File: config.mk
export PLATFORM = sky130hd
export DESIGN_NAME = mem_arbiter
export DESIGN_NICKNAME = d
export VERILOG_FILES = /design/src/rtl/mem_arb_pkg.sv /design/src/rtl/mem_arb_pick.sv /design/src/rtl/mem_arbiter.sv
export SDC_FILE = /design/constraint.sdc
export NUM_CORES = 1
export LEC_CHECK = 0
export CAP_MARGIN = 0
export CORE_MARGIN = 1.5
export CORE_UTILIZATION = 46
export CTS_CLUSTER_SIZE = 16
export DETAILED_ROUTE_END_ITERATION = 7
export PLACE_DENSITY = 0.87
export SLEW_MARGIN = 20
export SYNTH_ARGS = -nofsm -noshare
export SYNTH_HDL_FRONTEND = slang
export SYNTH_SLANG_ARGS = --single-unit
File: constraint.sdc
create_clock -name clk -period 3.5 [get_ports clk]
set_input_delay 1.05 -clock clk [delete_from_list [all_inputs] [get_ports clk]]
set_output_delay 1.05 -clock clk [all_outputs]
set_load 0.02 [all_outputs]
File: src/rtl/mem_arb_pkg.sv
// mem_arb_pkg: shared types and constants for the unified-memory arbiter.
//   arb_state_e : arbiter FSM state (IDLE, BUSY_IF, BUSY_D), 2 bits
//   arb_win_e   : winner of the current pick (none, fetch, data)
//   ADDR_W/DATA_W : bus widths
//   sat_inc4()  : 4-bit saturating increment used by the streak counter
package mem_arb_pkg;

    localparam int ADDR_W = 32;
    localparam int DATA_W = 32;

    typedef enum logic [1:0] {
        IDLE    = 2'd0,
        BUSY_IF = 2'd1,
        BUSY_D  = 2'd2
    } arb_state_e;

    typedef enum logic [1:0] {
        WIN_NONE = 2'd0,
        WIN_IF   = 2'd1,
        WIN_D    = 2'd2
    } arb_win_e;

    function automatic logic [3:0] sat_inc4(input logic [3:0] v);
        return (v == 4'hF) ? v : (v + 4'd1);
    endfunction

endpackage

File: src/rtl/mem_arb_pick.sv
// mem_arb_pick: combinational winner selection and streak next-value.
//   i_if_req, i_d_req : pending requests
//   i_streak          : consecutive data grants taken while a fetch waited
//   o_winner          : which requester wins this cycle
//   o_streak_next     : streak value to load if the winner is granted
module mem_arb_pick
    import mem_arb_pkg::*;
#(
    parameter int MAX_D_STREAK = 4
) (
    input  logic       i_if_req,
    input  logic       i_d_req,
    input  logic [3:0] i_streak,
    output arb_win_e   o_winner,
    output logic [3:0] o_streak_next
);

    // Data wins by default; a fetch that has waited MAX_D_STREAK data grants wins.
    always_comb begin
        o_winner      = WIN_NONE;
        o_streak_next = i_streak;
        if (i_d_req && (!i_if_req || (i_streak != 4'(MAX_D_STREAK)))) begin
            o_winner      = WIN_D;
            // Only count data grants that actually made a fetch wait.
            o_streak_next = i_if_req ? sat_inc4(i_streak) : 4'd0;
        end else if (i_if_req) begin
            o_winner      = WIN_IF;
            o_streak_next = 4'd0;
        end else begin
            o_winner      = WIN_NONE;
            o_streak_next = i_streak;
        end
    end

endmodule

File: src/rtl/mem_arbiter.sv
// mem_arbiter: shares one single-port memory between instruction fetch and
// load/store. One transaction at a time; all outputs are registered.
//   clk, reset (async, active-low)
//   if_req/if_addr -> if_gnt, if_rvalid, if_rdata        : fetch port
//   d_req/d_we/d_addr/d_wdata -> d_gnt, d_rvalid, d_rdata : data port
//   mem_req/mem_we/mem_addr/mem_wdata, mem_ready/mem_rdata : memory side
module mem_arbiter
    import mem_arb_pkg::*;
#(
    parameter int MAX_D_STREAK = 4
) (
    input  logic              clk,
    input  logic              reset,
    input  logic              if_req,
    input  logic [ADDR_W-1:0] if_addr,
    output logic              if_gnt,
    output logic              if_rvalid,
    output logic [DATA_W-1:0] if_rdata,
    input  logic              d_req,
    input  logic              d_we,
    input  logic [ADDR_W-1:0] d_addr,
    input  logic [DATA_W-1:0] d_wdata,
    output logic              d_gnt,
    output logic              d_rvalid,
    output logic [DATA_W-1:0] d_rdata,
    output logic              mem_req,
    output logic              mem_we,
    output logic [ADDR_W-1:0] mem_addr,
    output logic [DATA_W-1:0] mem_wdata,
    input  logic              mem_ready,
    input  logic [DATA_W-1:0] mem_rdata
);

    arb_state_e        r_state, w_state_next;
    logic [3:0]        r_streak, w_streak_next, w_pick_streak;
    arb_win_e          w_winner;
    logic              r_if_gnt, w_if_gnt_next, r_d_gnt, w_d_gnt_next;
    logic              r_if_rvalid, w_if_rvalid_next, r_d_rvalid, w_d_rvalid_next;
    logic [DATA_W-1:0] r_if_rdata, w_if_rdata_next, r_d_rdata, w_d_rdata_next;
    logic              r_mem_req, w_mem_req_next, r_mem_we, w_mem_we_next;
    logic [ADDR_W-1:0] r_mem_addr, w_mem_addr_next;
    logic [DATA_W-1:0] r_mem_wdata, w_mem_wdata_next;

    mem_arb_pick #(.MAX_D_STREAK(MAX_D_STREAK)) u_pick (
        .i_if_req      (if_req),
        .i_d_req       (d_req),
        .i_streak      (r_streak),
        .o_winner      (w_winner),
        .o_streak_next (w_pick_streak)
    );

    // Next-state and next-output logic; requests are only looked at in IDLE.
    always_comb begin
        w_state_next     = r_state;
        w_streak_next    = r_streak;
        w_if_gnt_next    = 1'b0;
        w_d_gnt_next     = 1'b0;
        w_if_rvalid_next = 1'b0;
        w_d_rvalid_next  = 1'b0;
        w_if_rdata_next  = r_if_rdata;
        w_d_rdata_next   = r_d_rdata;
        w_mem_req_next   = r_mem_req;
        w_mem_we_next    = r_mem_we;
        w_mem_addr_next  = r_mem_addr;
        w_mem_wdata_next = r_mem_wdata;
        case (r_state)
            IDLE: begin
                case (w_winner)
                    WIN_IF: begin
                        w_state_next     = BUSY_IF;
                        w_streak_next    = w_pick_streak;
                        w_if_gnt_next    = 1'b1;
                        w_mem_req_next   = 1'b1;
                        w_mem_we_next    = 1'b0;
                        w_mem_addr_next  = if_addr;
                        w_mem_wdata_next = 32'd0;
                    end
                    WIN_D: begin
                        w_state_next     = BUSY_D;
                        w_streak_next    = w_pick_streak;
                        w_d_gnt_next     = 1'b1;
                        w_mem_req_next   = 1'b1;
                        w_mem_we_next    = d_we;
                        w_mem_addr_next  = d_addr;
                        w_mem_wdata_next = d_wdata;
                    end
                    default: begin
                        w_state_next   = IDLE;
                        w_mem_req_next = 1'b0;
                    end
                endcase
            end
            BUSY_IF: begin
                if (mem_ready) begin
                    w_state_next     = IDLE;
                    w_if_rvalid_next = 1'b1;
                    w_if_rdata_next  = mem_rdata;
                    w_mem_req_next   = 1'b0;
                    w_mem_we_next    = 1'b0;
                end else begin
                    w_state_next = BUSY_IF;
                end
            end
            BUSY_D: begin
                if (mem_ready) begin
                    w_state_next    = IDLE;
                    w_d_rvalid_next = 1'b1;
                    // Write completion returns zero rather than stale bus data.
                    w_d_rdata_next  = r_mem_we ? 32'd0 : mem_rdata;
                    w_mem_req_next  = 1'b0;
                    w_mem_we_next   = 1'b0;
                end else begin
                    w_state_next = BUSY_D;
                end
            end
            default: begin
                w_state_next   = IDLE;
                w_mem_req_next = 1'b0;
                w_mem_we_next  = 1'b0;
            end
        endcase
    end

    // State and output registers; reset abandons any in-flight access.
    always_ff @(posedge clk or negedge reset) begin
        if (!reset) begin
            r_state     <= IDLE;
            r_streak    <= 4'd0;
            r_if_gnt    <= 1'b0;
            r_d_gnt     <= 1'b0;
            r_if_rvalid <= 1'b0;
            r_d_rvalid  <= 1'b0;
            r_if_rdata  <= 32'd0;
            r_d_rdata   <= 32'd0;
            r_mem_req   <= 1'b0;
            r_mem_we    <= 1'b0;
            r_mem_addr  <= 32'd0;
            r_mem_wdata <= 32'd0;
        end else begin
            r_state     <= w_state_next;
            r_streak    <= w_streak_next;
            r_if_gnt    <= w_if_gnt_next;
            r_d_gnt     <= w_d_gnt_next;
            r_if_rvalid <= w_if_rvalid_next;
            r_d_rvalid  <= w_d_rvalid_next;
            r_if_rdata  <= w_if_rdata_next;
            r_d_rdata   <= w_d_rdata_next;
            r_mem_req   <= w_mem_req_next;
            r_mem_we    <= w_mem_we_next;
            r_mem_addr  <= w_mem_addr_next;
            r_mem_wdata <= w_mem_wdata_next;
        end
    end

    assign if_gnt    = r_if_gnt;
    assign d_gnt     = r_d_gnt;
    assign if_rvalid = r_if_rvalid;
    assign d_rvalid  = r_d_rvalid;
    assign if_rdata  = r_if_rdata;
    assign d_rdata   = r_d_rdata;
    assign mem_req   = r_mem_req;
    assign mem_we    = r_mem_we;
    assign mem_addr  = r_mem_addr;
    assign mem_wdata = r_mem_wdata;

endmodule

Word-level counts from Yosys, hierarchy flattened
Index checks and enable logic that the tools add are counted.
{"block": "word_totals", "register_bits": 140, "in_bits": 134, "output_inout_bits": 134, "elab_cells": 60}
{"block": "classes", "addsub": 1, "n_eq_ne": 9, "muxes": 25, "n_reduce_logical": 13}
{"cell": "one-hot mux 32 bit (2 select lines)", "count": 2}
{"cell": "2-to-1 mux 32 bit", "count": 1}
{"cell": "2-to-1 mux 4 bit", "count": 4}
{"cell": "2-to-1 mux 1 bit", "count": 11}
{"cell": "AND reduction 2 bit", "count": 4}
{"cell": "one-hot mux 1 bit (2 select lines)", "count": 3}
{"cell": "one-hot mux 2 bit (3 select lines)", "count": 1}
{"cell": "adder 4 x 1 -> 4 bit (second input constant)", "count": 1}
{"cell": "equality test 2 x 1 -> 1 bit (second input constant)", "count": 2}
{"cell": "equality test 2 bit (second input constant)", "count": 2}
{"cell": "equality test 4 bit (second input constant)", "count": 1}
{"cell": "2-to-1 mux 2 bit", "count": 2}
{"cell": "!= test 4 x 3 -> 1 bit (second input constant)", "count": 1}
{"cell": "one-hot mux 2 bit (2 select lines)", "count": 1}
{"cell": "AND reduction 4 bit", "count": 1}
{"cell": "nonzero test 2 bit", "count": 2}
{"cell": "OR reduction 2 bit", "count": 2}
{"cell": "!= test 3 x 1 -> 1 bit (second input constant)", "count": 1}
{"cell": "!= test 3 bit (second input constant)", "count": 1}
{"cell": "logical NOT 2 bit", "count": 1}
{"cell": "!= test 2 x 1 -> 1 bit (second input constant)", "count": 1}
{"cell": "logical AND 1 bit", "count": 1}
{"cell": "logical NOT 1 bit", "count": 1}
{"cell": "logical OR 1 bit", "count": 1}

Logic depth before layout (Yosys ltp)
Gate-level depths: netlist (run 1).
{"block": "logic_depth", "word_depth": 8, "mapped_depth": 8, "ltp_nobuf": 5}

By module
A second synthesis (run 1) with hierarchy kept.
{"block": "unflattened", "cells_unflattened": 558, "area_unflattened_um2": 6112.1}
{"module": "mem_arbiter", "n_inst": 1, "cells_each": 530, "area_each_um2": 5924.4, "seq_area_each_um2": 3503.4}
{"module": "mem_arb_pick", "n_inst": 1, "cells_each": 28, "area_each_um2": 187.7, "seq_area_each_um2": 0.0}

Least setup slack after synthesis (run 1)
OpenSTA, ideal clock, no wires.
{"block": "synth_timing", "kind": "input -> register", "startpoint": "in if_req", "endpoint": "reg r_mem_addr[10], in the netlist mem_addr[10]", "arrival_time_ns": 1.870, "required_ns": 3.420, "path_slack_ns": 1.550, "cell_stages": 6, "path_buffers": 3, "cell_sequence": "nand4b_1 > buf_2 > and2_4 > buf_6 > buf_6 > o211ai_2"}
{"block": "synth_between", "elab_chain_cells": 7, "word_cells_on_any_way": 10}
{"item": "start, declared", "line_no": "mem_arbiter.sv:14", "source": "input logic if_req,"}
{"item": "logical NOT 1 bit", "line_no": "mem_arb_pick.sv:22", "source": "if (i_d_req && (!i_if_req || (i_streak != 4'(MAX_D_STREAK)))) begin"}
{"item": "logical OR 1 bit", "line_no": "mem_arb_pick.sv:22"}
{"item": "logical AND 1 bit", "line_no": "mem_arb_pick.sv:22"}
{"item": "2-to-1 mux 2 bit (*)", "line_no": "mem_arb_pick.sv:22"}
{"item": "equality test 2 bit or equality test 2 x 1 -> 1 bit (tied branches)", "line_no": "mem_arbiter.sv:68", "source": "case (w_winner)"}
{"item": "nonzero test 2 bit (no line)"}
{"item": "AND reduction 2 bit (no line)"}
{"item": "end signal, assigned", "line_no": "mem_arbiter.sv:150", "source": "r_mem_addr <= w_mem_addr_next;"}
{"item": "end, declared", "line_no": "mem_arbiter.sv:41", "source": "logic [ADDR_W-1:0] r_mem_addr, w_mem_addr_next;"}
Every way passes the cells marked *; elsewhere a longest branch is shown, timed or not.
A chain may end at the register's enable or synchronous reset.

Worst setup path after layout (run 1)
{"block": "layout_timing", "startpoint": "in d_req", "endpoint": "reg r_mem_addr[0], in the netlist mem_addr[0]"}
{"block": "layout_between", "elab_chain_cells": 5, "word_cells_on_any_way": 7}
{"item": "start, declared", "line_no": "mem_arbiter.sv:19", "source": "input logic d_req,"}
{"item": "logical AND 1 bit (*)", "line_no": "mem_arb_pick.sv:22"}
{"item": "2-to-1 mux 2 bit (*)", "line_no": "mem_arb_pick.sv:22"}
{"item": "equality test 2 bit or equality test 2 x 1 -> 1 bit (tied branches)", "line_no": "mem_arbiter.sv:68"}
{"item": "nonzero test 2 bit (no line)"}
{"item": "AND reduction 2 bit (no line)"}
Marks and branches as above.

==> results of run 1 <==
kinds of logic after synthesis:
| kind of cell | count (synthesis) | synth area share (%) |
|---|---|---|
| and+or+nand+nor | 246 | 17.3 |
| DFF | 140 | 57.8 |
| AOI/OAI and AO/OA | 106 | 12.8 |
| buffers and inverters | 57 | 4.19 |
| muxes | 36 | 6.62 |
| adders and majority gates | 6 | 1.24 |
final timing paths:
kind	startpoint	endpoint	slack, ps	cells after the start
max	d_req	mem_addr[0]	870	4
max reg2reg	r_state[0]	mem_wdata[11]	1080	6
min in group asynchronous	reset	if_rdata[22]	510	1
max in group asynchronous	reset	d_rvalid	2080	2
min reg2reg	d_rdata[23]	d_rdata[23]	480	2
min	d_rdata[23]	d_rdata[23]	480	2
layout by cell type, fill, tap and decap left out, types with 2 or more instances in the layout:
cell type / netlist / final
sky130_fd_sc_hd__clkdlybuf4s50_1: 0 / 266
sky130_fd_sc_hd__nand2_1: 195 / 194
sky130_fd_sc_hd__dfrtp_1: 140 / 140
sky130_fd_sc_hd__o21ai_0: 65 / 64
sky130_fd_sc_hd__nand4_1: 34 / 34
sky130_fd_sc_hd__mux2_2: 33 / 33
sky130_fd_sc_hd__o211ai_2: 30 / 30
sky130_fd_sc_hd__clkbuf_16: 0 / 17
sky130_fd_sc_hd__inv_1: 10 / 10
sky130_fd_sc_hd__ha_1: 6 / 6
sky130_fd_sc_hd__bufinv_16: 0 / 6
sky130_fd_sc_hd__nand3_1: 5 / 5
sky130_fd_sc_hd__buf_4: 0 / 5
sky130_fd_sc_hd__a21oi_1: 4 / 4
sky130_fd_sc_hd__clkbuf_8: 0 / 4
sky130_fd_sc_hd__mux2i_1: 3 / 3
sky130_fd_sc_hd__o211ai_1: 3 / 3
sky130_fd_sc_hd__clkinv_2: 0 / 3
sky130_fd_sc_hd__buf_12: 0 / 3
sky130_fd_sc_hd__nor2_1: 2 / 2
sky130_fd_sc_hd__nand3b_1: 2 / 2
flip-flops by register name, indices dropped and copies added (netlist names):
| signal | count |
|---|---|
| d_gnt | 1 |
| d_rdata | 32 |
| d_rvalid | 1 |
| if_gnt | 1 |
| if_rdata | 32 |
| if_rvalid | 1 |
| mem_addr | 32 |
| mem_req | 1 |
| mem_wdata | 32 |
| mem_we | 1 |
| r_state | 2 |
| r_streak | 4 |
worst reg2reg max path: stages (launching register included):
cell	delay, ps
sky130_fd_sc_hd__dfrtp_1	400
sky130_fd_sc_hd__inv_1	90
sky130_fd_sc_hd__ha_1	710
sky130_fd_sc_hd__o21a_2	540
sky130_fd_sc_hd__buf_12	280
sky130_fd_sc_hd__nand2_1	110
sky130_fd_sc_hd__o21ai_0	200
area by class of cell:
cell class	instances	area share, %
Sequential cell	140	36.7
Timing Repair Buffer	275	29.0
Multi-Input combinational cell	394	24.3
Clock buffer	21	5.03
Tap cell	172	2.26
Clock inverter	11	2.22
Inverter	10	0.393
Antenna cell	1	0.0262
power groups by stage:
stage	Clock (mW)	Sequential, mW	Combinational, mW
after global placement	0	2.78	4.17
after global routing	2.16	2.91	4.58
final	2.08	2.82	4.30
after CTS	2.11	2.82	4.33
after detailed placement	0	2.82	4.30
after floorplan	0	3.66	1.32
per-stage QoR:
stage | total power, mW | setup slack [ps] | util [%] | hold WS, ps | instances
final | 9.20 | 870 | 75.0 | 476 | 1024
after floorplan | 4.98 | 1550 | - | 551 | 591
after CTS | 9.26 | 897 | 75.0 | 482 | 1023
after global routing | 9.65 | 822 | 75.0 | 500 | 1024
after detailed placement | 7.12 | 457 | 69.6 | 469 | 991
after global placement | 6.95 | 544 | 69.6 | 462 | 991
per-layer routing:
metal	global-route usage [%]	routed length, um	vias up
met5	0	0	-
met4	12.2	525	0
met3	10.3	1870	47
met2	45.9	9320	278
met1	30.1	6950	2653
li1	-	-	2505
==> flow_summary.yaml, run 1 <==
run_status:
  run_status: "finished clean"
power_and_ir_drop:
  p_seq_share_pct: 30.7
  combPwrFrac_pct: 46.7
  power_per_cell_area_nw_per_um2: 964
  worst_ir_drop_vdd_uv: 614
  pleak_nw: 4.21
  cellInternalPower_mw: 5.76
  power.clock.fraction_pct: 22.6
  net-switching-power_mw: 3.43
  p_sw_share_pct: 37.3
drt:
  first_pass_iters: 5
  wirelength_mm: 18.7
  detail_route.drc_violations: 0
  post_drt_wl_per_cell_um: 18.2
  vias_per_cell: 5.35
  final_antenna_net_count: 0
  starting_drt_drc_count: 454
  num_vias: 5483
yosys:
  syn_nets: 731
  number_of_enable_type_register_cells_in_the_synthesized_netlist: 0
  ys_seq_area_share_pct: 57.8
  yosysMostFrequentCell: "sky130_fd_sc_hd__nand2_1"
  yosys-top-cells-count: "sky130_fd_sc_hd__nand2_1 (195), sky130_fd_sc_hd__dfrtp_1 (140), sky130_fd_sc_hd__o21ai_0 (65)"
  ys_types: 30
  postSynthAreaPerCell_um2: 10.3
  synth_largest_type_area_fraction_pct: 57.8
  synth-seq-cells: 140
  post_synth_instance_area_um2: 6060
  yosys-top-cells-area: "sky130_fd_sc_hd__dfrtp_1 (58%), sky130_fd_sc_hd__nand2_1 (12%), sky130_fd_sc_hd__o211ai_2 (6.2%), sky130_fd_sc_hd__mux2_2 (6.1%), sky130_fd_sc_hd__o21ai_0 (5.4%)"
  synth-warning-count: 0
  synth.largest_area_cell: "sky130_fd_sc_hd__dfrtp_1"
  commonest_register_cell_after_synthesis: "sky130_fd_sc_hd__dfrtp_1"
  async_reset_ff_share_pct: 100
  syn_inst: 591
global_routing:
  globalRouteOverflowTotal: 0
  grt_first_pass_wirelength_mm: 29.8
  grt_start_max_net_pins: 112
  grt_use_total_pct: 27.0
  antenna_violations_before_repair: 1
  via_count_of_the_first_global_routing_pass: 5815
worst_setup_path:
  critical-path-slowest-cell: "sky130_fd_sc_hd__clkdlybuf4s50_1"
  worstPathMaxFanout: 35
  worst_setup_path_start_kind: "input port"
  cp_num_buf_inv: 2
  crit_type: "input port to flop"
  timing.critical_path.required_ps: 3770
  timing.critical_path.cells: "clkdlybuf4s50_1 -> buf_4 -> and2_4 -> o211ai_1"
  cp_top_delay_family: "buffers and inverters"
  critical_path.endpoint_type: "flop"
  worst-endpoint-arrival_ps: 2900
  max_stage_delay_ps: 670
clock_tree:
  ctsRootBufferMaster: "sky130_fd_sc_hd__clkbuf_16"
  clk_transition_reported_paths_ps: 60
  clk_latency_ps: 410
  postCtsSetupRepairBufs: 0
  clock-sinks: 140
  htree_num_levels: 4
  postCtsResizedCells: 0
  cts-buffers-inserted: 17
  clock_tree.buffer_depth: 2
  cts_hold_repair.buffers: 0
  tritoncts: "yes"
sta:
  period_minus_slack_ps: 2630
  worst_pin_slew_ps: 1010
  timing.final.setup_violations: 0
  timing.clock.skew_ps: 8.21
  max-slew-margin-rel_pct: 32.9
  rsz0062_at_grt: "false"
  final_min_period_over_clock_period_pct: 75.1
  hold_viol: 0
  timing_max_transition_violations_final: 0
  maximum_clock_rate_mhz: 380
  setup_tns_ps: 0
job:
  drv.max_cap_violation_count: 0
finish:
  area_used_by_multi_input_combinational_logic_um2: 2320
  regArea_um2: 3500
  n_fill_cell: 883
  layout-drive-gt1-share_pct: 12.8
  final_area_um2: 9540
  design.final.nets: 978
  area_growth_pct: 57.4
floorplanning:
  rows: 41
  dieHeight_um: 118
  starting_density_of_the_core_pct: 47.7
  die_w_um: 118
  core_region_area_um2: 12700
  top_level_ports: 268
  overall_die_area_um2: 13900
placement:
  placedInstanceArea_um2: 8850
  gp_congestion: 0.854
  post-dp-hpwl_mm: 13.0
  port_buffers: 267
hold_path:
  holdCritPathClass: "flop to flop"
Note: power is estimated with default switching activity, not from simulation.
==> inputs of run 2 (changes only) <==
CORE_UTILIZATION = 38   (was 46)
PLACE_DENSITY = 0.77   (was 0.87)
clock period = 2.36 ns   (was 3.5 ns; I/O delays follow)
==> run 2 against run 1 <==
  * Non-clock buffer count up 13
  * Sequential share of layout area fell by 0.48 points
  * Clock-buffer cell count shrank 2
  * Setup slack got worse by 630 ps
  * Critical endpoint is now d_rdata[5]
==> flow_summary.yaml, run 2 (synthesized netlist as in run 1, its figures left out) <==
run_status:
  run_status: "finished clean"
worst_setup_path:
  cp_top_delay_family: "buffers and inverters"
  critical_path.endpoint_type: "primary output"
  crit_type: "flop to primary output"
  worst-endpoint-arrival_ps: 1410
  timing.critical_path.required_ps: 1650
  worstReg2RegStart: "r_streak[0]"
  worst_setup_path_start_kind: "flop"
  critical-path-slowest-cell: "sky130_fd_sc_hd__clkdlybuf4s50_1"
  cp_num_buf_inv: 1
  launch_point_of_the_critical_path: "d_rdata[5]"
  timing.critical_path.cells: "clkdlybuf4s50_1"
  max_stage_delay_ps: 640
  worstPathMaxFanout: 2
clock_tree:
  tritoncts: "yes"
  cts-buffers-inserted: 17
  clk_latency_ps: 410
  postCtsResizedCells: 0
  htree_num_levels: 4
  cts_hold_repair.buffers: 0
  ctsRootBufferMaster: "sky130_fd_sc_hd__clkbuf_16"
  postCtsSetupRepairBufs: 0
  clk_transition_reported_paths_ps: 60
  clock_tree.buffer_depth: 2
  clock-sinks: 140
drt:
  num_vias: 5307
  first_pass_iters: 5
  vias_per_cell: 4.94
  starting_drt_drc_count: 305
  post_drt_wl_per_cell_um: 16.1
  detail_route.drc_violations: 0
  final_antenna_net_count: 0
  wirelength_mm: 17.3
floorplanning:
  core_region_area_um2: 15400
  rows: 45
  top_level_ports: 268
  dieHeight_um: 129
  starting_density_of_the_core_pct: 39.4
  die_w_um: 129
  overall_die_area_um2: 16700
placement:
  gp_congestion: 0.772
  post-dp-hpwl_mm: 11.9
  port_buffers: 267
  place_worst_setup_slack_ps: 78.2
finish:
  final_core_util_pct: 62.9
  design.final.nets: 991
  insertedDiodeCount: 0
  mostFrequentLayoutCell: "sky130_fd_sc_hd__clkdlybuf4s50_1"
  layout_common_cells: "sky130_fd_sc_hd__clkdlybuf4s50_1 (266), sky130_fd_sc_hd__nand2_1 (194), sky130_fd_sc_hd__dfrtp_1 (140)"
  layout-drive-gt1-share_pct: 14.0
  area_growth_pct: 59.5
global_routing:
  grt_use_total_pct: 20.7
  grt_start_max_net_pins: 66
  global_route.usage.met1_pct: 25.7
  groute.layer.met2.usage_pct: 33.9
  antenna_violations_before_repair: 0
  via_count_of_the_first_global_routing_pass: 5262
  busiest_layer: "met2"
  grt_first_pass_wirelength_mm: 26.9
  globalRouteOverflowTotal: 0
  grt_util_met3_pct: 5.37
sta:
  max-slew-margin-rel_pct: 62.9
  worst_pin_slew_ps: 556
  final_min_period_over_clock_period_pct: 89.9
  maximum_clock_rate_mhz: 471
  setup_tns_ps: 0
  timing_max_transition_violations_final: 0
  period_minus_slack_ps: 2120
  hold_viol: 0
  timing.final.setup_violations: 0
  rsz0062_at_grt: "false"
  timing.clock.skew_ps: 7.97
  finalWorstSetupSlack_ps: 237
power_and_ir_drop:
  power_per_cell_area_nw_per_um2: 1370
  worst_ir_drop_vdd_uv: 740
  pleak_nw: 4.24
hold_path:
  holdCritPathClass: "input port to asynchronous set/reset pin"
job:
  drv.max_cap_violation_count: 0
run 2: cell count changes in the layout (fill, tap and decap cells not counted), sizes merged:
cell and change:
inv +3, buf +13, clkinvlp +3, clkbuf -2, diode -1, clkinv -2
bufinv -3
run 2: report_power, final:
group | internal (mW) | switching, mW | leakage, nW
Sequential | 3.51 | 0.593 | 1.75
Clock | 1.72 | 1.04 | 0.288
Combinational | 3.02 | 3.39 | 2.20
Total | 8.25 | 5.03 | 4.24
run 2: path summary, 6_finish.rpt:
| check | end | slack [ps] | cells after the start |
|---|---|---|---|
| max | d_rdata[5] | 240 | 1 |
| min | if_rdata[12] | 250 | 1 |
| max reg2reg | mem_addr[0] | 600 | 5 |
| min reg2reg | mem_wdata[29] | 480 | 2 |
| max in group asynchronous | mem_we | 1490 | 2 |
| min in group clk | mem_wdata[29] | 480 | 2 |
run 2: metal layers:
layer  wire, um  share of wire (%)
met3       1140                6.6
met5          0                  0
met1       7100                 41
met2       8480                 49
met4        581                3.4
run 2: stage by stage:
step	cell area (um2)	cells	hold WS [ps]	total power, mW
2_1_floorplan	6060	591	412	7.38
3_3_place_gp	9060	1043	460	10.5
3_5_place_dp	9060	1043	469	10.6
4_1_cts	9670	1074	259	13.4
5_1_grt	9670	1074	277	14.1
6_report	9670	1074	246	13.3
run 2: area by class of cell:
| class | instances | area [um2] |
|---|---|---|
| clock inverters | 12 | 160 |
| clock buffers | 19 | 453 |
| multi-input cells | 394 | 2320 |
| well taps | 211 | 264 |
| inverters | 10 | 37.5 |
| flip-flops and latches | 140 | 3500 |
| repair buffers | 288 | 2930 |
| fillers | 1255 | 5700 |
==> inputs of run 3 (changes only) <==
CTS_BUF_LIST = sky130_fd_sc_hd__clkbuf_16   (was unset)
==> run 3 against run 2 <==
  * Core utilization shrank 0.13 points
  * Highest routed layer unchanged
  * Cell count stayed put
  * Global-route usage is essentially flat
  * Largest cell class unchanged
  * Clock skew increased by 0.73 ps
  * Total power shrank 0.55%
  * Setup slack worse by 2.1 ps
  * Die area is the same
  * Critical path depth did not move
  * Flip-flop and latch count unchanged
  * Clock power shrank 3%
  * Critical path type unchanged
==> flow_summary.yaml, run 3 (synthesized netlist as in run 1, its figures left out) <==
clock_tree:
  clk_transition_reported_paths_ps: 60
  clock_tree.buffer_depth: 2
  tritoncts: "yes"
  clock-sinks: 140
  cts-buffers-inserted: 17
  postCtsSetupRepairBufs: 0
  cts_hold_repair.buffers: 0
  ctsRootBufferMaster: "sky130_fd_sc_hd__clkbuf_16"
  clk_latency_ps: 420
  htree_num_levels: 4
  postCtsResizedCells: 0
drt:
  vias_per_cell: 4.95
  wirelength_mm: 17.2
  final_antenna_net_count: 0
  post_drt_wl_per_cell_um: 16.1
  detail_route.drc_violations: 0
  num_vias: 5315
  first_pass_iters: 5
  starting_drt_drc_count: 313
global_routing:
  grt_first_pass_wirelength_mm: 26.8
  grt_use_total_pct: 20.6
  via_count_of_the_first_global_routing_pass: 5254
  grt_start_max_net_pins: 66
  globalRouteOverflowTotal: 0
  antenna_violations_before_repair: 0
floorplanning:
  top_level_ports: 268
  core_region_area_um2: 15400
  overall_die_area_um2: 16700
  starting_density_of_the_core_pct: 39.4
  dieHeight_um: 129
  die_w_um: 129
  rows: 45
finish:
  final_cell_count_without_fillers: 1074
  design.final.nets: 991
  area_growth_pct: 59.2
  layout_common_cells: "sky130_fd_sc_hd__clkdlybuf4s50_1 (266), sky130_fd_sc_hd__nand2_1 (194), sky130_fd_sc_hd__dfrtp_1 (140)"
  final_area_um2: 9650
  insertedDiodeCount: 0
  layout-drive-gt1-share_pct: 13.8
  mostFrequentLayoutCell: "sky130_fd_sc_hd__clkdlybuf4s50_1"
worst_setup_path:
  critical_path.endpoint_type: "primary output"
  crit_cells: 1
  cp_num_buf_inv: 1
  max_stage_delay_ps: 640
  timing.critical_path.cells: "clkdlybuf4s50_1"
  launch_point_of_the_critical_path: "d_rdata[5]"
  worst_setup_path_start_kind: "flop"
  timing.critical_path.required_ps: 1650
  worstPathMaxFanout: 2
  worstReg2RegStart: "r_streak[0]"
  cp_top_delay_family: "buffers and inverters"
  crit_type: "flop to primary output"
  worst-endpoint-arrival_ps: 1420
  r2r.worst_path.cells: 5
  critical-path-slowest-cell: "sky130_fd_sc_hd__clkdlybuf4s50_1"
sta:
  period_minus_slack_ps: 2120
  setup_tns_ps: 0
  timing.final.setup_violations: 0
  rsz0062_at_grt: "false"
  maximum_clock_rate_mhz: 471
  finalWorstSetupSlack_ps: 235
  final_min_period_over_clock_period_pct: 90.0
  worst_pin_slew_ps: 551
  max-slew-margin-rel_pct: 63.3
  timing_max_transition_violations_final: 0
  hold_viol: 0
  timing.clock.skew_ps: 8.70
placement:
  post-dp-hpwl_mm: 11.9
  port_buffers: 267
  place_worst_setup_slack_ps: 78.2
  dpl.cell_count: 1043
  gp_congestion: 0.772
  placedInstanceArea_um2: 9060
job:
  drv.max_cap_violation_count: 0
power_and_ir_drop:
  pleak_nw: 4.23
  worst_ir_drop_vdd_uv: 739
  power_per_cell_area_nw_per_um2: 1370
run_status:
  run_status: "finished clean"
hold_path:
  holdCritPathClass: "input port to asynchronous set/reset pin"
run 3: layout make-up:
| cell class | instances | area, um2 |
|---|---|---|
| Fill cell | 1262 | 5720 |
| Timing Repair Buffer | 288 | 2930 |
| Multi-Input combinational cell | 394 | 2320 |
| Clock inverter | 14 | 168 |
| Sequential cell | 140 | 3500 |
| Inverter | 10 | 37.5 |
| Tap cell | 211 | 264 |
| Clock buffer | 17 | 425 |
run 3: worst paths after layout:
| path | endpoint | slack, ps |
|---|---|---|
| setup / recovery | d_rdata[5] | 240 |
| hold / removal | if_rdata[12] | 250 |
| setup reg to reg | mem_addr[0] | 620 |
| hold reg to reg | mem_wdata[29] | 480 |
| max in group asynchronous | mem_we | 1500 |
| min in group clk | mem_wdata[29] | 480 |
run 3: where the power goes:
part	internal, mW	switching (mW)	total [mW]
Combinational	3.02	3.39	6.41
Clock	1.66	1.04	2.69
Sequential	3.51	0.593	4.11
Total	8.19	5.02	13.2
run 3: metal layers:
layer	share of wire, %	global-route usage (%)	up-vias	routed length (um)
met1	41	25.8	2536	7120
met2	49	33.7	210	8440
met5	0	0	-	0
met3	6.4	5.37	38	1110
met4	3.3	9.58	0	568
li1	-	-	2531	-
run 3: metrics by stage:
| step | utilization (%) | hold WS, ps | total power, mW |
|---|---|---|---|
| 5_1_grt | 62.8 | 277 | 14.0 |
| 4_1_cts | 62.8 | 261 | 13.4 |
| 3_3_place_gp | 58.9 | 460 | 10.5 |
| 3_5_place_dp | 58.9 | 469 | 10.6 |
| 6_report | 62.8 | 246 | 13.2 |
| 2_1_floorplan | - | 412 | 7.38 |
==> edit 1: new RTL, flow settings as in run 3 <==
Set the package constant `ADDR_W` to 16 (it was 32).
--- a/src/rtl/mem_arb_pkg.sv
+++ b/src/rtl/mem_arb_pkg.sv
@@ -6,5 +6,5 @@
 package mem_arb_pkg;
 
-    localparam int ADDR_W = 32;
+    localparam int ADDR_W = 16;
     localparam int DATA_W = 32;
 
Ports: changed (resized d_addr, if_addr and mem_addr); port bits go from 268 to 220. The function was not compared with the original's and may differ.
==> edit 1 against run 3 <==
  * Design area is 16% lower
  * Sequential power is 10% lower
  * Sequential share of layout area is 1.8 points higher
  * Global-route usage is 0.47 points lower
  * Cell count is 22% lower
  * Synthesized area is 16% lower
  * Worst setup slack better by 0.0091 ns
  * Sequential cell count is 16 lower
  * Total power is 10% lower
  * Routed wire length is 21% lower
  * Register-to-register slack worse by 0.03 ns
==> edit 1: results (changes against run 3) <==
status completed; share of layout cells above drive strength 1 0.131 (-0.00706); first-pass GRT wire length 22,300 microns (-17%); floorplan core area 13,100 sq um (-15%); Final Total Pwr 11.8 mW (-10%); r2r endpoint mem_addr[12]; peak per-stage delay on the critical path 0.64 ns (about the same); CP max stage cell clkdlybuf4s50_1; Cell Count, Final, Fillers Out 841 (-22%); Final #Nets 760 (-23%); RD Place Congestion 0.827 (+7.1%); Compound-Gate Fraction of Synth Area 0.128 (-0.000762); flop2flop setup slack 0.59 ns (-0.03 ns); post-synthesis adder-cell area fraction 0.0148 (+0.00243); Tot GR Track Use 0.202 (-0.00467); Tightest Pin Transition 0.691 ns (+0.140 ns); clock-pin slew on the worst setup and hold paths 0.06 ns (about the same); LEAKAGE 3.57 nW (-16%); largest net degree at the start of global routing 125 (+89%); Netlist cell types 33 (+10%); ranking of synthesized cells by area dfrtp_1, mux2_2, a22o_1; critical path endpoint d_rdata[14]; hold slack 0.337 ns (+0.0917 ns); worst slack at placement 0.0710 ns (-0.00714 ns); Reg-to-Reg Start r_state[0]; Inst Count DP 809 (-22%); Psw 4.26 mW (-15%); Comb power frac 0.457 (-0.028); Syn Nets 538 (-26%); PortBufs 219 (-18%); cells after synthesis 430 (-27%); initial antenna violation count 0 (unchanged); async set-reset flop share out of synthesis 1.00 (unchanged); part of the Yosys area used for sequential elements 0.612 (+0.0342); Final Skew 0.0124 ns (+0.00366 ns); filler cell count 1,040 (-18%); multiplexer share of the synthesized area 0.0775 (+0.0113); DP Wirelength 9380 microns (-21%); vias in the first global route 4,493 (-14%); post-DR wirelength/cell 16.2 microns (+1.1%); placed inst area 7530 sq um (-17%); Max IR drop VDD 0.584 mV (-21%); DRT iter0 DRCs 340 (+8.6%); Via Count 4,237 (-20%); critical path launch point d_rdata[14]; Commonest cells post-synth dfrtp_1, nand2_1, nand2b_1; FF-to-FF path depth 7 (+2); P_seq 3.70 mW (-10%); Root Buffer clkbuf_16
## edit 1: cell types whose count changed after synthesis, moves of 4 or more
cell and delta:
buf_1 -7, o211ai_2 -30, o21ai_0 -32, o211ai_1 +14
nand3_1 -4, buf_2 +4, nand2_1 -127, dfrtp_1 -16
clkbuf_1 -11, nand2b_1 +34, nand4_1 -16, a22o_1 +32
## edit 1: per-layer routing
| metal | routed length [microns] | vias to the layer above | share of wire | track usage |
|---|---|---|---|---|
| met1 | 6040 | 2087 | 0.44 | 0.263 |
| met4 | 283 | 0 | 0.021 | 0.0836 |
| met3 | 792 | 19 | 0.058 | 0.0478 |
| met5 | 0 | - | 0 | 0 |
| met2 | 6530 | 175 | 0.48 | 0.324 |
| li1 | - | 1956 | - | - |
## edit 1: cell type report
class,instances,area [sq um],area share
well taps,176,220,0.0270
clock buffers,17,425,0.0522
flip-flops and latches,124,3100,0.381
repair buffers,236,2380,0.292
multi-input cells,264,1790,0.220
clock inverters,15,198,0.0243
inverters,9,33.8,0.00415
==> edit 2: new RTL, config.mk and constraints of run 3 <==
Without the edit above. Make the reset (`reset`) synchronous in one clocked block. Comments in the files are not updated.
--- a/src/rtl/mem_arbiter.sv
+++ b/src/rtl/mem_arbiter.sv
@@ -123,5 +123,5 @@
 
     // State and output registers; reset abandons any in-flight access.
-    always_ff @(posedge clk or negedge reset) begin
+    always_ff @(posedge clk) begin
         if (!reset) begin
             r_state     <= IDLE;
Behaviour: differs if reset is asserted again (counterexample within 4 cycles, from zero or initial values and one cycle with reset low); with reset held inactive, the same outputs for 4 cycles.
==> edit 2 against run 3 <==
  * Core utilization increased by 0.63 points
  * Global-route usage increased by 1.2 points
  * Synthesized area decreased by 12%
  * Worst setup slack got worse by 0.030 ns
  * Highest routed layer unchanged
  * Design area decreased by 9.1%
  * Sequential cell count unchanged
  * Routed wire length decreased by 5.9%
  * Sequential share of layout area decreased by 4.3 points
  * Count of clock-buffer cells in the layout unchanged
  * Via count decreased by 3.3%
Power is not compared: it rests on default switching activity, and its combinational part moved more than twofold at a synthesized area within 25%.
==> edit 2: results (changes against run 3) <==
Via Count 5,140 (-3.3%); DRT iter0 DRCs 280 (-11%); Syn Nets 742 (+1.5%); share of layout cells above drive strength 1 0.0578 (-0.0801); initial antenna violation count 0 (unchanged); clock-pin slew on the worst setup and hold paths 0.06 ns (about the same); largest net degree at the start of global routing 63 (-4.5%); LEAKAGE 3.24 nW; Commonest cells post-synth dfxtp_1, nand2_1, a21oi_1; maximum fanout along the worst path 3 (+1); Max IR drop VDD 0.531 mV; part of the Yosys area used for sequential elements 0.524 (-0.0533); total length of routed wires 16,200 microns (-5.9%); worst skew pair latency 0.41 ns; Psw 1.59 mW; Hold WC Path Type flop to flop; CTS HTree Levels 4 (unchanged); Tightest Pin Transition 0.551 ns (-0.000153 ns); worst slack at placement 0.181 ns (+0.103 ns); peak per-stage delay on the critical path 0.68 ns (+0.04 ns); RD Place Congestion 0.835 (+8.1%); ranking of synthesized cells by area dfxtp_1, nand2_1, a21boi_0; Netlist cell types 32 (+6.7%); Most used DFF post-synth dfxtp_1; async set-reset flop share out of synthesis 0 (-1.00); Final #Nets 992 (+0.10%); vias in the first global route 4,799 (-8.7%); DP Wirelength 11,100 microns (-7.3%); status completed; post-CTS sizing 0 (unchanged); PortBufs 267 (unchanged); Root Buffer clkbuf_16; cts hold-fix bufs 0 (unchanged); CP max stage cell clkdlybuf4s50_1; crit path DAT 1.45 ns (+0.03 ns); clock tree buffer depth 2 (unchanged); DRT Pass-1 Iters 4 (-1); Final Skew 0.00646 ns (-0.00224 ns); Tot GR Track Use 0.219 (+0.0124); Worst path top cell family by delay buffers and inverters; first-pass GRT wire length 25,100 microns (-6.3%)
## edit 2: cell count changes after synthesis, moves of 31 or more
cell / change
dfxtp_1: +140
mux2_2: -33
a21oi_1: +61
a22o_1: +32
nand4_1: -32
dfrtp_1: -140
nand3_1: +31
a21boi_0: +54
nand2_1: -58
## edit 2: final cells by class
cell class | instances | area (sq um)
Tap cell | 180 | 225
Sequential cell | 140 | 2800
Multi-Input combinational cell | 404 | 2250
Clock inverter | 15 | 179
Inverter | 6 | 22.5
Timing Repair Buffer | 283 | 2860
Fill cell | 1146 | 5060
Clock buffer | 17 | 425
## edit 2: cells by family after synthesis
family | count (synthesis) | synth area share
buffers and inverters | 58 | 0.0557
flip-flops | 140 | 0.524
adder cells (fa/ha/maj) | 6 | 0.0140
multiplexers | 1 | 0.00187
AND/OR/NAND/NOR | 190 | 0.151
AO/OA/AOI/OAI | 207 | 0.253
## edit 2: final timing paths
kind                               startpoint             to  slack (ns)  cells after the start
worst max-delay path                   mem_we         mem_we        0.21                      1
worst max register to register    r_streak[0]   mem_addr[19]        0.78                      7
worst min register to register  mem_wdata[29]  mem_wdata[29]        0.45                      2
worst min-delay path            mem_wdata[29]  mem_wdata[29]        0.45                      2
## edit 2: layer usage
layer | share of wire | global-route usage
met1 | 0.42 | 0.263
met2 | 0.48 | 0.364
met3 | 0.083 | 0.0772
met4 | 0.014 | 0.0757
met5 | 0 | 0
## edit 2: worst min-delay path, cell delays in order (launching register included)
cell	delay, ns
dfxtp_1	0.31
nand2_1	0.05
a21boi_1	0.05
## edit 2: power by group through the flow
stage               Sequential [mW]  Combinational [mW]  Clock [mW]
global placement               2.61                1.11           0
detailed placement             2.62                1.11           0
finish                         2.57                1.11        2.73
CTS                            2.57                1.12        2.78
global route                   2.58                1.19        2.89
floorplan                      2.77               0.354           0
## edit 2: stage by stage
stage,cells,cell area [sq um]
after detailed placement,1013,8160
after global routing,1045,8770
after global placement,1013,8160
after floorplan,602,5340
after CTS,1045,8770
final,1045,8770
